==> src/rtl/bcd_display_scan.sv <==
// Captures packed BCD digits into a shadow register and scans them onto a common-anode
// seven-segment display. Optional leading-zero blanking: define BCD_SCAN_LZB_EN.
module bcd_display_scan #(
  parameter int DIGITS   = 4,
  parameter int SCAN_DIV = 50000
) (
  input  logic                  iClk,
  input  logic                  iRst,
  input  logic                  iLoad,
  input  logic [4*DIGITS-1:0]   iBcd,
  input  logic                  iOvf,
  input  logic                  iClrOvf,
  output logic [DIGITS-1:0]     oAn,
  output logic [6:0]            oSeg,
  output logic                  oDp
);

  localparam int IDX_W = (DIGITS > 1) ? $clog2(DIGITS) : 1;
  localparam int CNT_W = $clog2(SCAN_DIV);
  localparam logic [CNT_W-1:0] LAST_CNT = CNT_W'(SCAN_DIV - 1);
  localparam logic [IDX_W-1:0] LAST_IDX = IDX_W'(DIGITS - 1);

  logic [CNT_W-1:0]    prescaleCnt;
  logic [IDX_W-1:0]    digitSel;
  logic [4*DIGITS-1:0] shadowReg;
  logic                stickyOvf;
  logic                tick;
  logic [3:0]          selNibble;
  logic [6:0]          segNext;
  logic [DIGITS-1:0]   anNext;
  logic                blankSel;

  function automatic logic [6:0] decodeSeg(input logic [3:0] nibble);
    logic [6:0] seg;
    case (nibble)
      4'd0:    seg = 7'h40;
      4'd1:    seg = 7'h79;
      4'd2:    seg = 7'h24;
      4'd3:    seg = 7'h30;
      4'd4:    seg = 7'h19;
      4'd5:    seg = 7'h12;
      4'd6:    seg = 7'h02;
      4'd7:    seg = 7'h78;
      4'd8:    seg = 7'h00;
      4'd9:    seg = 7'h10;
      default: seg = 7'h3F;
    endcase
    return seg;
  endfunction

  assign tick = (prescaleCnt == LAST_CNT);

  // digitSel names the digit the next tick will light
  genvar gi;
  generate
    for (gi = 0; gi < DIGITS; gi++) begin : gAnode
      assign anNext[gi] = (digitSel != IDX_W'(gi));
    end
  endgenerate

`ifdef BCD_SCAN_LZB_EN
  logic [DIGITS-1:0] blankVec;
  generate
    for (gi = 0; gi < DIGITS; gi++) begin : gBlank
      if (gi == 0) begin : gFirst
        assign blankVec[gi] = 1'b0;
      end else begin : gUpper
        assign blankVec[gi] = (shadowReg[4*DIGITS-1:4*gi] == '0);
      end
    end
  endgenerate
`endif

  always_comb begin
    selNibble = '0;
    blankSel  = 1'b0;
    for (int i = 0; i < DIGITS; i++) begin
      if (digitSel == IDX_W'(i)) begin
        selNibble = shadowReg[4*i +: 4];
`ifdef BCD_SCAN_LZB_EN
        blankSel  = blankVec[i];
`endif
      end
    end
    segNext = blankSel ? 7'h7F : decodeSeg(selNibble);
  end

  always_ff @(posedge iClk) begin
    if (iRst) begin
      prescaleCnt <= '0;
      digitSel    <= '0;
      shadowReg   <= '0;
      stickyOvf   <= 1'b0;
      oAn         <= '1;
      oSeg        <= 7'h7F;
      oDp         <= 1'b1;
    end else begin
      if (iLoad) begin
        shadowReg <= iBcd;
      end
      if (iOvf) begin
        stickyOvf <= 1'b1;
      end else if (iClrOvf) begin
        stickyOvf <= 1'b0;
      end
      // outputs only move on the tick edge, so a load mid-slot waits for the next slot
      if (tick) begin
        prescaleCnt <= '0;
        oAn         <= anNext;
        oSeg        <= segNext;
        oDp         <= (digitSel == '0) ? ~stickyOvf : 1'b1;
        digitSel    <= (digitSel == LAST_IDX) ? '0 : digitSel + IDX_W'(1);
      end else begin
        prescaleCnt <= prescaleCnt + CNT_W'(1);
      end
    end
  end

endmodule

==> config.mk <==
export PLATFORM = sky130hd
export DESIGN_NAME = bcd_display_scan
export DESIGN_NICKNAME = d
export VERILOG_FILES = /design/src/rtl/bcd_display_scan.sv
export SDC_FILE = /design/constraint.sdc
export NUM_CORES = 1
export LEC_CHECK = 0
export CORE_ASPECT_RATIO = 0.75
export CORE_MARGIN = 4
export CORE_UTILIZATION = 23
export DETAILED_ROUTE_END_ITERATION = 7
export HOLD_SLACK_MARGIN = 0.06
export REMOVE_ABC_BUFFERS = 1
export SLEW_MARGIN = 30
export SYNTH_ARGS = -nofsm -noshare
export SYNTH_HDL_FRONTEND = slang
export SYNTH_SLANG_ARGS = --single-unit
==> constraint.sdc <==
create_clock -name iClk -period 2.3 [get_ports iClk]
set_input_delay 0.23 -clock iClk [delete_from_list [all_inputs] [get_ports iClk]]
set_output_delay 0.23 -clock iClk [all_outputs]
set_load 0.03 [all_outputs]
==> impl_results.rst <==
.. list-table::
   :header-rows: 1

   * - Metric
     - Value
   * - Status
     - complete, no violations
   * - Clock share of power
     - 41.4%
   * - Share of post-route cells with drive strength above 1
     - under 10%
   * - Average detailed-routed wire length per instance
     - between 10 and 15 um
   * - Most instantiated flip-flop cell in the synthesis netlist
     - sky130_fd_sc_hd__dfxtp_1
   * - Drt via density
     - 4.12
   * - Unique masters post-synth
     - 40
   * - Final cell utilization of the core
     - a little under a third
   * - EDFF count, synth
     - 0
   * - Unrepaired setup endpoints after global routing
     - no
   * - TritonCTS Sinks
     - 47
   * - Die ar.
     - 10900 um^2
   * - Synthesized-area fraction occupied by ao, oa, aoi and oai cells
     - a little over a tenth
   * - Share of synthesized registers carrying an async set or reset
     - 0%
   * - Normalized max-slew margin
     - roughly three quarters
   * - Dpl ws
     - roughly 130 ps
   * - Largest driver fanout on the critical path
     - 9
   * - Synth Area in Simple Gates
     - 21.8%
   * - Cell at the root of the clock tree
     - sky130_fd_sc_hd__clkbuf_16
   * - Detail Placement HPWL
     - roughly 3300 um
   * - Die H
     - around 91 um
   * - Layout-stage area growth over the synthesis result
     - 30.3%
   * - CTS tree
     - done
   * - Num CTS Buffers
     - 5
   * - Avg Synthesized Cell Area
     - 9.08 um^2
   * - CTS max path bufs
     - 2
   * - Endpoint of the most critical register-to-register path
     - oSeg[5]
   * - Sequential cell area fraction in the yosys report
     - between 40% and 50%
   * - End point of the worst hold path
     - prescaleCnt[0]
   * - Critical path start-end classification
     - flop to flop
   * - Leading cell type in the layout, fill and taps excluded
     - sky130_fd_sc_hd__nor2_1
   * - Endpoint class of the critical path
     - flop
   * - Static Leak
     - 1.06 nW
   * - Hold buffer count at CTS
     - 0
   * - Detailed Route Iter0 Violations
     - 69
   * - First-pass GRT wire length
     - 7760 um
   * - Number of top-level design ports
     - 33
   * - Parity-gate share of the synthesized area counting xor and xnor cells
     - 4.93%
   * - Sw Share
     - around 22%
   * - Worst setup skew after layout
     - between 6 and 7 ps
   * - Crit-path max cell delay
     - roughly 400 ps
   * - Minimum clock period after layout
     - around 2100 ps
   * - Min-Delay Path Depth
     - 1
   * - Final antenna diode count
     - 0
   * - Most used cells in the layout excluding fill and tap cells
     - 48 x sky130_fd_sc_hd__nor2_1, 47 x sky130_fd_sc_hd__dfxtp_1, 32 x sky130_fd_sc_hd__clkdlybuf4s50_1
   * - Last weighted congestion value of the routability-driven placer
     - roughly 0.77
   * - Power spent charging and discharging nets
     - between 0.0003 and 0.0004 W
   * - FMAX
     - approximately 0.48 GHz
   * - Required time worst endpoint
     - between 2000 and 2500 ps
   * - Worst Reg2Reg Path Length in Cells
     - 8
   * - Number of detailed-route iterations in the first pass
     - 4
   * - Launch instance of the worst register-to-register path
     - digitSel[0]
   * - Number of nets at the end of the flow
     - slightly below 300
   * - Hold Path Class
     - flop to flop
   * - Number of nets with antenna violations after detailed routing
     - 0
   * - Library cell contributing the largest single delay on the critical path
     - sky130_fd_sc_hd__dfxtp_1
   * - Number of antenna violations at the first check in global routing
     - 0
   * - Count of maximum capacitance violations
     - 0
   * - Max IR drop VDD
     - between 200 and 300 uV
   * - Global-route usage over all layers
     - just under 9%
   * - Mapped cell area
     - about 2100 um^2
   * - Largest net degree at the start of global routing
     - 33
   * - Flop pwr share
     - 50.5%
   * - Relative contribution of combinational cells to total power
     - under 10%
   * - Post-Route WL
     - between 4000 and 5000 um
   * - Vias in the first global route
     - 1579
   * - Launch point of the worst hold path
     - prescaleCnt[0]
   * - Hold violation count in the final report
     - 0
   * - Register bit total from synthesis
     - 47
   * - Gate count of the mapped netlist
     - about 240
   * - Post CTS Setup Buffer Count
     - 0
   * - Critical path cell sequence
     - inv_1 -> ha_1 -> a211oi_1 -> a221oi_1 -> buf_4 -> or2_2 -> a21oi_1 -> o21ai_0
   * - Number of levels the H-tree was split into
     - 2
   * - Clock-pin slew on the worst setup and hold paths
     - 60 ps
   * - Number of fill cells in the layout
     - approximately 940
   * - Core Area
     - slightly above 9000 um^2
   * - DP Cell Count
     - 391
   * - Warnings from Yosys
     - 0
   * - Total via count after detailed routing
     - between 1.5k and 2k
   * - Worst-Margin Slew
     - 367 ps
   * - DRC violation count after routing
     - 0
   * - Port Buf Inserts
     - 32
   * - Clock latency on the worst-skew pair
     - roughly 290 ps
   * - Final cell count without fillers
     - 399
   * - Initial cell density of the core
     - a little under a quarter
   * - Startpoint kind of the worst setup timing path
     - flop
   * - Global route overflow
     - 0
   * - Fraction of the cycle the final worst path needs
     - between 90% and 100%
   * - Reg-to-reg setup timing slack
     - 200 ps
   * - Final Setup Violations
     - 0
   * - Adder and majority cell fraction of the synthesized area
     - roughly 3.5%
   * - Total power draw
     - 0.00168 W
   * - Worst hold-check slack
     - ~450 ps
   * - Dominant combinational cell family by area after synthesis
     - simple AND/OR/NAND/NOR gates
   * - Final max-slew violation count
     - 0
   * - Power per Cell Area
     - just over 600 nW/um^2
   * - P_int
     - around 0.0013 W
   * - Share of cell area taken by muxes after synthesis
     - 8.97%
   * - Post-layout worst setup margin
     - a little over 200 ps
   * - WP data arrival
     - around 2300 ps
   * - Row cnt
     - 30
   * - Die width
     - ~120 um
   * - Post_cts resized
     - 0
==> how the worst max path moves through the flow <==
stage                         from       to  slack (ps)  cells after the start
floorplan           prescaleCnt[5]  oSeg[0]        -180                      5
global placement    prescaleCnt[5]  oSeg[4]         240                      6
detailed placement     digitSel[0]  oSeg[1]         130                      6
CTS                    digitSel[0]  oSeg[1]         120                      6
global route           digitSel[0]  oSeg[1]          20                      8
finish                 digitSel[0]  oSeg[5]         200                      8
==> synthesized netlist by cell type, drive strengths merged, types with 2 or more instances <==
cell type   n  area share (%)
a221oi      3             1.2
ha          6             3.5
a21oi       9             2.1
inv        11             1.9
buf         7             2.5
a211oi      7             2.7
a211o       4             1.6
nor3        2            0.47
clkbuf      8             1.4
nor3b       4             1.4
nand4       3            0.88
or4         2            0.70
o31ai       2            0.70
or3         3            0.88
xnor2       5             2.1
nor2       48             8.4
dfxtp      47              44
nand2       8             1.4
o21ai       4            0.94
mux2i      18             8.4
nand2b      4             1.2
nor2b       3            0.88
xor2        7             2.9
nand3b      4             1.4
nand3       5             1.2
==> kinds of logic (layout without fill, tap and decap cells) <==
family	after synthesis	count (layout)
compound gates	33	33
flops	47	47
simple gates	92	92
buf+inv	26	62
xor+xnor	12	12
fa+ha+maj	6	6
mux	19	19
==> metrics by stage <==
step,setup TNS (ps),cell area (um^2)
2_1_floorplan,-878,2050
3_5_place_dp,0,2630
4_1_cts,0,2770
5_1_grt,0,2780
3_3_place_gp,0,2630
6_report,0,2780
==> power by group through the flow <==
stage                     Combinational (W)  Clock [W]  Sequential (W)
final                              0.000135   0.000698        0.000851
after global routing               0.000150   0.000745        0.000853
after CTS                          0.000135   0.000720        0.000850
after detailed placement           0.000135          0        0.000869
after global placement             0.000133          0        0.000869
after floorplan                   0.0000615          0        0.000863
==> per-layer routing <==
metal / wire length (um) / vias up / share of wire (%) / GRT usage [%]
met2: 1900 / 25 / 42 / 12.7
met3: 276 / 7 / 6.1 / 2.99
met1: 2250 / 740 / 50 / 11.8
met4: 110 / 0 / 2.4 / 4.73
met5: 0 / - / 0 / 0
li1: - / 873 / - / -
==> registers in the layout, indices dropped and copies added (netlist names) <==
register / flops
prescaleCnt: 16
shadowReg: 16
oSeg: 7
oAn: 4
digitSel: 2
oDp: 1
stickyOvf: 1
==> cell type report <==
cell class	count	area (um^2)	share of cell area (%)
clock buffer	6	129	4.64
clock inverter	2	12.5	0.450
inverter	11	41.3	1.49
tap	128	160	5.76
timing repair buffer	43	415	14.9
sequential	47	941	33.8
multi-input combinational	162	1080	38.9
==> critical path: cells and delay by family (launching register included) <==
| kind | cells | cell delay, ps |
|---|---|---|
| adder cells (fa/ha/maj) | 1 | 310 |
| AND/OR/NAND/NOR | 1 | 280 |
| buffers and inverters | 2 | 260 |
| flip-flops | 1 | 400 |
| AO/OA/AOI/OAI | 4 | 720 |
Power figures use the tool's default switching activity.
